`src/rtl/u111_arb_pkg.sv`:
```
// u111_arb_pkg
// Shared definitions for the U111 local bus arbiter:
//   - arb_state_t : FSM state encodings (also exported on ARB_STATE)
//   - arb_out_t   : the three active-low bus control outputs as one record
//   - default parameter values for the arbiter and its synchronisers
//   - state_outputs(): output decode for each state
package u111_arb_pkg;

  typedef enum logic [2:0] {
    CPU_PARK = 3'd0,
    CPU_REL  = 3'd1,
    DMA_GNT  = 3'd2,
    DMA_OWN  = 3'd3,
    TURN     = 3'd4
  } arb_state_t;

  localparam int DEF_SYNC_STAGES    = 2;
  localparam int DEF_GNT_TIMEOUT    = 16;
  localparam int DEF_CPU_MIN_TENURE = 8;
  localparam int DEF_CNT_W          = 5;

  typedef struct packed {
    logic cpubg_n;
    logic dma_bg_n;
    logic dmaa_n;
  } arb_out_t;

  // Active-low output levels for each state. Every state drives at most one
  // grant, and DMA-active is only low while the CPU grant is high, so the
  // registered outputs can never show overlapping ownership.
  function automatic arb_out_t state_outputs(input arb_state_t s);
    arb_out_t o;
    o = '{cpubg_n: 1'b0, dma_bg_n: 1'b1, dmaa_n: 1'b1};
    case (s)
      CPU_PARK: o = '{cpubg_n: 1'b0, dma_bg_n: 1'b1, dmaa_n: 1'b1};
      CPU_REL:  o = '{cpubg_n: 1'b1, dma_bg_n: 1'b1, dmaa_n: 1'b1};
      DMA_GNT:  o = '{cpubg_n: 1'b1, dma_bg_n: 1'b0, dmaa_n: 1'b0};
      DMA_OWN:  o = '{cpubg_n: 1'b1, dma_bg_n: 1'b1, dmaa_n: 1'b0};
      TURN:     o = '{cpubg_n: 1'b1, dma_bg_n: 1'b1, dmaa_n: 1'b1};
      default:  o = '{cpubg_n: 1'b0, dma_bg_n: 1'b1, dmaa_n: 1'b1};
    endcase
    return o;
  endfunction

endpackage

```
`src/rtl/u111_sync.sv`:
```
// u111_sync
// Multi-flop synchroniser for one asynchronous input bit.
// Parameters:
//   STAGES    - number of flops in the chain (2..3)
//   RESET_VAL - value loaded into every flop while srst is high
// Ports:
//   clk  - sampling clock
//   srst - synchronous reset, active high
//   d    - asynchronous input
//   q    - synchronised output (last flop of the chain)
module u111_sync #(
  parameter int   STAGES    = 2,
  parameter logic RESET_VAL = 1'b1
) (
  input  logic clk,
  input  logic srst,
  input  logic d,
  output logic q
);

  logic [STAGES-1:0] sync_reg;

  always_ff @(posedge clk) begin
    if (srst) begin
      sync_reg <= {STAGES{RESET_VAL}};
    end else begin
      sync_reg <= {sync_reg[STAGES-2:0], d};
    end
  end

  assign q = sync_reg[STAGES-1];

endmodule

```
`src/rtl/u111_bus_arbiter.sv`:
```
// u111_bus_arbiter
// Local bus arbiter sharing the 68040 bus between the CPU (parked owner) and
// an Amiga-side DMA master. Grants are withdrawn if the DMA master does not
// take the bus within GNT_TIMEOUT cycles, and the CPU keeps the bus for at
// least CPU_MIN_TENURE cycles after every DMA tenure.
// Ports:
//   CLK40     - 40 MHz bus clock, the only clock
//   RESET     - synchronous reset, active high
//   DMA_BRn   - DMA bus request, active low, asynchronous
//   BBn       - bus busy, active low, asynchronous
//   LOCKn     - 68040 locked cycle, active low, asynchronous
//   CPUBGn    - 68040 bus grant, active low (registered)
//   DMA_BGn   - DMA bus grant, active low (registered)
//   DMAAn     - DMA active / buffer steering, active low (registered)
//   ARB_STATE - current FSM state encoding (registered)
module u111_bus_arbiter
  import u111_arb_pkg::*;
#(
  parameter int SYNC_STAGES    = DEF_SYNC_STAGES,
  parameter int GNT_TIMEOUT    = DEF_GNT_TIMEOUT,
  parameter int CPU_MIN_TENURE = DEF_CPU_MIN_TENURE,
  parameter int CNT_W          = DEF_CNT_W
) (
  input  logic       CLK40,
  input  logic       RESET,
  input  logic       DMA_BRn,
  input  logic       BBn,
  input  logic       LOCKn,
  output logic       CPUBGn,
  output logic       DMA_BGn,
  output logic       DMAAn,
  output logic [2:0] ARB_STATE
);

  localparam logic [CNT_W-1:0] TIMEOUT_LAST = CNT_W'(GNT_TIMEOUT - 1);
  localparam logic [CNT_W-1:0] TENURE_LOAD  = CNT_W'(CPU_MIN_TENURE);

  // Raw asynchronous inputs, bit order {LOCKn, BBn, DMA_BRn}. All three are
  // active low, so every synchroniser resets to the negated level.
  logic [2:0] async_in;
  logic [2:0] sync_out;

  assign async_in = {LOCKn, BBn, DMA_BRn};

  generate
    for (genvar gi = 0; gi < 3; gi++) begin : g_sync
      u111_sync #(
        .STAGES    (SYNC_STAGES),
        .RESET_VAL (1'b1)
      ) u_sync (
        .clk  (CLK40),
        .srst (RESET),
        .d    (async_in[gi]),
        .q    (sync_out[gi])
      );
    end
  endgenerate

  // dma_req_s is active high; bb_s and lock_s keep the bus polarity
  // (1 = bus free / not locked).
  logic dma_req_s;
  logic bb_s;
  logic lock_s;

  assign dma_req_s = ~sync_out[0];
  assign bb_s      = sync_out[1];
  assign lock_s    = sync_out[2];

  arb_state_t       state_reg, state_next;
  logic [CNT_W-1:0] cnt_reg, cnt_next;
  arb_out_t         out_reg;

  // One counter serves two purposes: in DMA_GNT it counts up towards the
  // grant timeout, and from TURN through CPU_PARK it counts the remaining
  // CPU tenure down to zero.
  always_comb begin
    state_next = state_reg;
    cnt_next   = cnt_reg;
    case (state_reg)
      CPU_PARK: begin
        if (cnt_reg != '0) begin
          cnt_next = cnt_reg - 1'b1;
        end
        if (dma_req_s && (cnt_reg == '0)) begin
          state_next = CPU_REL;
        end
      end
      CPU_REL: begin
        // A withdrawn request drops back without reloading the tenure, so a
        // re-request is honoured as soon as it is seen again.
        if (!dma_req_s) begin
          state_next = CPU_PARK;
        end else if (bb_s && lock_s) begin
          state_next = DMA_GNT;
          cnt_next   = '0;
        end
      end
      DMA_GNT: begin
        cnt_next = cnt_reg + 1'b1;
        // Bus taken outranks both request withdrawal and timeout.
        if (!bb_s) begin
          state_next = DMA_OWN;
        end else if (!dma_req_s) begin
          state_next = TURN;
        end else if (cnt_reg == TIMEOUT_LAST) begin
          state_next = TURN;
        end
      end
      DMA_OWN: begin
        // Tenure ends only when the DMA master releases BBn.
        if (bb_s) begin
          state_next = TURN;
        end
      end
      TURN: begin
        cnt_next   = TENURE_LOAD;
        state_next = CPU_PARK;
      end
      default: begin
        state_next = CPU_PARK;
      end
    endcase
  end

  // Outputs are registered from the next state so they change on the same
  // edge as ARB_STATE.
  always_ff @(posedge CLK40) begin
    if (RESET) begin
      state_reg <= CPU_PARK;
      cnt_reg   <= '0;
      out_reg   <= state_outputs(CPU_PARK);
    end else begin
      state_reg <= state_next;
      cnt_reg   <= cnt_next;
      out_reg   <= state_outputs(state_next);
    end
  end

  assign CPUBGn    = out_reg.cpubg_n;
  assign DMA_BGn   = out_reg.dma_bg_n;
  assign DMAAn     = out_reg.dmaa_n;
  assign ARB_STATE = state_reg;

endmodule
```
`config.mk`:
```
export PLATFORM = sky130hd
export DESIGN_NAME = u111_bus_arbiter
export DESIGN_NICKNAME = d
export VERILOG_FILES = /design/src/rtl/u111_arb_pkg.sv /design/src/rtl/u111_sync.sv /design/src/rtl/u111_bus_arbiter.sv
export SDC_FILE = /design/constraint.sdc
export NUM_CORES = 1
export LEC_CHECK = 0
export ABC_CLOCK_PERIOD_IN_PS = 4500
export CAP_MARGIN = 20
export CORE_MARGIN = 2
export CORE_UTILIZATION = 63
export CTS_CLUSTER_DIAMETER = 120
export DETAILED_ROUTE_END_ITERATION = 12
export DONT_BUFFER_PORTS = 1
export PLACE_DENSITY = 0.79
export SLEW_MARGIN = 20
export SYNTH_ARGS = -nofsm -noshare
export SYNTH_HDL_FRONTEND = slang
export SYNTH_SLANG_ARGS = --single-unit
```
`constraint.sdc`:
```
create_clock -name CLK40 -period 4.5 [get_ports CLK40]
set_input_delay 1.35 -clock CLK40 [delete_from_list [all_inputs] [get_ports CLK40]]
set_output_delay 1.35 -clock CLK40 [all_outputs]
set_load 0.01 [all_outputs]
```
==> results.cfg, run 1 <==
[status]
status = finished clean

[power_and_ir_drop]
leakage_nw = 0.328
power_frac_seq_pct = 42.0
p_sw_uw = 175
p_clk_share_pct = 17.5
peakVddDrop_mv = 0.297
p_comb_share_pct = 40.5
swShare_pct = 36.5
power_density_nw_per_um2 = 553
intPower_uw = 304

[detailed_routing]
drc = 0
wl_met1_um = 670
drtIter0Drc = 16
vias = 647
wl_met2_um = 674
firstDrtPassIters = 4
dr_wl_met3_um = 102
post_drt_wl_per_cell_um = 13.8
avgViaCountPerCell = 5.99
ant_nets = 0
finalWirelength_um = 1490
routed.top_layer = met4

[synth]
ys_seq_area_share_pct = 40.7
syn_avg_cell_area_um2 = 8.99
yosys_warnings = 0
synth_area_leaders = dfxtp_1 (41%), ha_1 (4.5%), nor2_1 (4.5%), or2_2 (4.5%), a21oi_1 (3.0%)
synth_top_area_cell = dfxtp_1
synth_top_area_share_pct = 40.7
syn_inst = 93
syn_area_um2 = 836
synth_seq_cells = 17
async_flop_share_pct = 0
synth-edff-count = 0
synth_nets = 102
synth-main-ff-cell = dfxtp_1
ys_types = 37

[global_routing]
grt_max_degree = 16
gr-usage-all-layers_pct = 23.4
grt_overflow = 0
grt_pass1_wl_um = 2520
antenna_found_initial = 0
grt_pass1_vias = 602

[timing]
rsz0062_at_grt = no
timing.final.crit_period_ps = 2540
relSlewSlack_pct = 65.2
setup_tns_ps = 0
hold_violations = 0
worst-slew-pin-transition_ps = 522
fin_crit_sh_pct = 56.5
drv_slew = 0
fmax_mhz = 394
fin_hold_ws_ps = 418
skew_ps = 3.50
setup-violations-final = 0

[setup_path]
crit_type = reg2reg
reg2reg_slack_ps = 1960
crit_family = simple AND/OR/NAND/NOR gates
crit_fanout = 12
critical_path_depth = 8
max_stage_delay_ps = 580
required_ps = 4720
cp-start-kind = register
cp_cell_sequence = nor3b_1 -> inv_1 -> ha_1 -> nand2b_1 -> a21oi_1 -> xnor2_1 -> or4_1 -> a31oi_1
worstSetupStartpoint = ARB_STATE[1]$_SDFF_PP0_
path_buf_inv = 1
r2r_cells = 8
r2r_end = cnt_reg[4]$_SDFFE_PP0P_
cp.arrival_ps = 2760
crit_end = cnt_reg[4]$_SDFFE_PP0P_
critPathSlowestCell = dfxtp_1
r2r_start = ARB_STATE[1]$_SDFF_PP0_
end_kind = register

[layout]
layout-drive-gt1-share_pct = 19.4
mostFrequentLayoutCell = dfxtp_1
nets = 103
diodes = 0
final_area_um2 = 867
area_growth_pct = 3.74
largest_reg_flops = 6
final_cell_mix = dfxtp_1 (17), nor2_1 (10), or2_2 (6), nand2_1 (6)

[cts]
cts.repair.resized = 0
hold_buffers = 0
clk_pin_slew_ps = 110
htreeDepth = 1
cts_tree = yes
numCtsBuffers = 3
clk_latency_ps = 290
clockBufferDepth = 2
clk_root_buffer_cell = clkbuf_4
cts_setup_buffers = 0
clkSinkCount = 17

[floorplanning]
die-area_um2 = 1630
fp-row-count = 13
core_um2 = 1270
pin_count = 11
start_util_pct = 65.9
die_x_um = 40.4
die_y_um = 40.4

[placed_design]
place_congestion = 0.888
place_hpwl_um = 1100
io_buffers = 0
place_area_um2 = 837

[worst_hold_path]
hold_start = g_sync[0].u_sync.sync_reg[0]$_SDFF_PP1_
hp-class = reg2reg

[run]
drv_cap = 0
## layout make-up
class	count	area, um2
clock inverter	1	7.51
clock buffer	3	22.5
sequential	17	340
inverter	5	18.8
tap	15	18.8
fill	103	402
multi-input combinational	67	459
## synth_stat cells (all sizes together) (2+ instances only)
library cell / instances
nand3: 3
or2: 6
ha: 3
a21oi: 5
mux2i: 2
dfxtp: 17
nor3: 3
nor2: 10
nand2: 6
xor2: 2
clkbuf: 2
a211oi: 2
buf: 2
nand2b: 2
inv: 5
xnor2: 2
nor4: 2
o21ai: 3
## metrics by stage
stage	worst slack (ps)	std cells	power (mW)	util, %
6_report	1960	108	0.479	68.3
5_1_grt	1770	108	0.520	68.3
4_1_cts	1970	108	0.479	68.3
3_5_place_dp	2010	104	0.396	66.0
3_3_place_gp	2100	104	0.389	66.0
2_1_floorplan	2180	93	0.362	-
## worst min path at each step
stage	depth (start not counted)	end
final	1	g_sync[0].u_sync.sync_reg[1]$_SDFF_PP1_
after global routing	1	g_sync[0].u_sync.sync_reg[1]$_SDFF_PP1_
after CTS	1	g_sync[0].u_sync.sync_reg[1]$_SDFF_PP1_
after detailed placement	1	g_sync[0].u_sync.sync_reg[1]$_SDFF_PP1_
after global placement	1	g_sync[1].u_sync.sync_reg[1]$_SDFF_PP1_
after floorplan	1	g_sync[0].u_sync.sync_reg[1]$_SDFF_PP1_
## per-layer routing
| layer | up-vias | GRT usage [%] |
|---|---|---|
| met3 | 6 | 5.00 |
| met4 | 0 | 15.0 |
| met1 | 293 | 30.8 |
| li1 | 323 | - |
| met5 | - | 0 |
| met2 | 25 | 34.1 |
## power by group through the flow
stage               Clock, mW  Combinational [mW]  Sequential, mW
finish                 0.0839               0.194           0.201
global route           0.0933               0.221           0.206
CTS                    0.0846               0.194           0.200
detailed placement          0               0.193           0.204
global placement            0               0.187           0.202
floorplan                   0               0.167           0.195
## logic make-up (layout without fill, tap and decap cells)
group	after synthesis	after routing	share of synthesized area [%]
buffers and inverters	9	9	4.34
xor gates and xnor gates	4	4	4.19
adders and majority gates	4	4	6.89
and+or+nand+nor	40	40	26.6
DFF	17	17	40.7
AOI/OAI and AO/OA	17	17	14.8
muxes	2	2	2.40
Power figures use the tool's default switching activity.
==> run 2: changes to the inputs <==
ABC_CLOCK_PERIOD_IN_PS = 2700   (was 4500)
CORE_UTILIZATION = 59   (was 63)
PLACE_DENSITY = 0.75   (was 0.79)
clock period = 2.7 ns   (was 4.5 ns; I/O delays follow)
==> run 2 against run 1 <==
Compared with the run above:
- combinational power rose by 67%
- fmax rose by 5.5%
- clock skew down 1.8 ps
- via count shrank 1.4%
- register-to-register slack worse by 1700 ps
- clock power increased by 72%
- die area is 6.1% higher
- sequential share of layout area is 0.67 points lower
- sequential power rose by 66%
- largest cell class unchanged
==> results.cfg, run 2 (synthesis gave the netlist of run 1 again) <==
[timing]
setup-violations-final = 0
hold_violations = 0
fin_crit_sh_pct = 89.2
worst-slew-pin-transition_ps = 524
rsz0062_at_grt = no
relSlewSlack_pct = 64.6
fin_ws_ps = 292
skew_ps = 1.73
fin_hold_ws_ps = 418
drv_slew = 0
timing.final.crit_period_ps = 2410
setup_tns_ps = 0
fmax_mhz = 415

[layout]
layout-drive-gt1-share_pct = 21.1
nets = 105
final_util_pct = 67.0
diodes = 0
final_area_um2 = 882
largest_reg_flops = 6
final_cell_mix = dfxtp_1 (17), nor2_1 (10), or2_2 (6), nand2_1 (6)
mostFrequentLayoutCell = dfxtp_1
area_growth_pct = 5.54

[detailed_routing]
post_drt_wl_per_cell_um = 13.4
firstDrtPassIters = 4
finalWirelength_um = 1480
vias = 638
drc = 0
drtIter0Drc = 18
ant_nets = 0
avgViaCountPerCell = 5.80

[cts]
clk_pin_slew_ps = 110
hold_buffers = 0
clk_root_buffer_cell = clkbuf_4
numCtsBuffers = 3
clkSinkCount = 17
htreeDepth = 1
cts.repair.resized = 0
clk_latency_ps = 300
cts_tree = yes
cts_setup_buffers = 0
clockBufferDepth = 2

[floorplanning]
start_util_pct = 63.4
die_x_um = 41.6
die_y_um = 41.6
fp-row-count = 13
core_um2 = 1320
pin_count = 11
die-area_um2 = 1730

[placed_design]
place_area_um2 = 852
io_buffers = 0
place_hpwl_um = 1080
place_congestion = 0.822
dp_slack_ps = 316

[status]
status = finished clean

[global_routing]
grt_overflow = 0
grt_pass1_vias = 574
grt_max_degree = 16
antenna_found_initial = 0
grt_pass1_wl_um = 2530
gr-usage-all-layers_pct = 18.9

[setup_path]
required_ps = 2930
end_kind = register
crit_type = reg2reg
crit_fanout = 10
cp.arrival_ps = 2640
cp-start-kind = register

[power_and_ir_drop]
p_sw_uw = 294
intPower_uw = 507
power_frac_seq_pct = 41.6
peakVddDrop_mv = 0.573
p_comb_share_pct = 40.5
swShare_pct = 36.7
power_density_nw_per_um2 = 908
p_clk_share_pct = 17.9
leakage_nw = 0.339

[run]
drv_cap = 0

[worst_hold_path]
hp-class = reg2reg
==> run 2: layout make-up <==
| type | instances | area, um2 |
|---|---|---|
| clock inverters | 1 | 7.51 |
| well taps | 15 | 18.8 |
| fillers | 103 | 435 |
| inverters | 5 | 18.8 |
| clock buffers | 3 | 22.5 |
| multi-input cells | 67 | 459 |
| repair buffers | 2 | 15.0 |
| flip-flops and latches | 17 | 340 |
==> run 2: stage by stage <==
step	power (mW)	cells
final	0.801	110
after global routing	0.860	110
after CTS	0.799	110
after detailed placement	0.655	106
after global placement	0.647	106
after floorplan	0.604	93
==> run 2: final timing paths <==
check,slack (ps),start,cells past startpoint,endpoint
min,420,g_sync[1].u_sync.sync_reg[0]$_SDFF_PP1_,1,g_sync[1].u_sync.sync_reg[1]$_SDFF_PP1_
min reg2reg,420,g_sync[1].u_sync.sync_reg[0]$_SDFF_PP1_,1,g_sync[1].u_sync.sync_reg[1]$_SDFF_PP1_
max,290,ARB_STATE[0]$_SDFF_PP0_,8,cnt_reg[4]$_SDFFE_PP0P_
max reg2reg,290,ARB_STATE[0]$_SDFF_PP0_,8,cnt_reg[4]$_SDFFE_PP0P_
==> run 2: layer usage <==
layer	vias to the layer above	wire [um]	global-route usage, %
met5	-	0	0
met4	0	19	5.81
met3	4	65	5.65
met2	13	651	28.1
met1	293	741	26.3
li1	328	-	-
==> run 2: power by group through the flow <==
stage / Combinational, mW / Sequential (mW) / Clock (mW)
5_1_grt: 0.364 / 0.341 / 0.155
2_1_floorplan: 0.279 / 0.325 / 0
3_3_place_gp: 0.310 / 0.336 / 0
6_report: 0.324 / 0.333 / 0.144
4_1_cts: 0.320 / 0.332 / 0.146
3_5_place_dp: 0.317 / 0.338 / 0
==> run 2: worst max-delay path, stage by stage, from the launching register on <==
cell and delay [ps]:
dfxtp_1 450, nor3b_1 370, inv_1 190, ha_1 360, nand2b_1 60, a21oi_1 150, xnor2_1 90, or4_1 500
a31oi_1 170
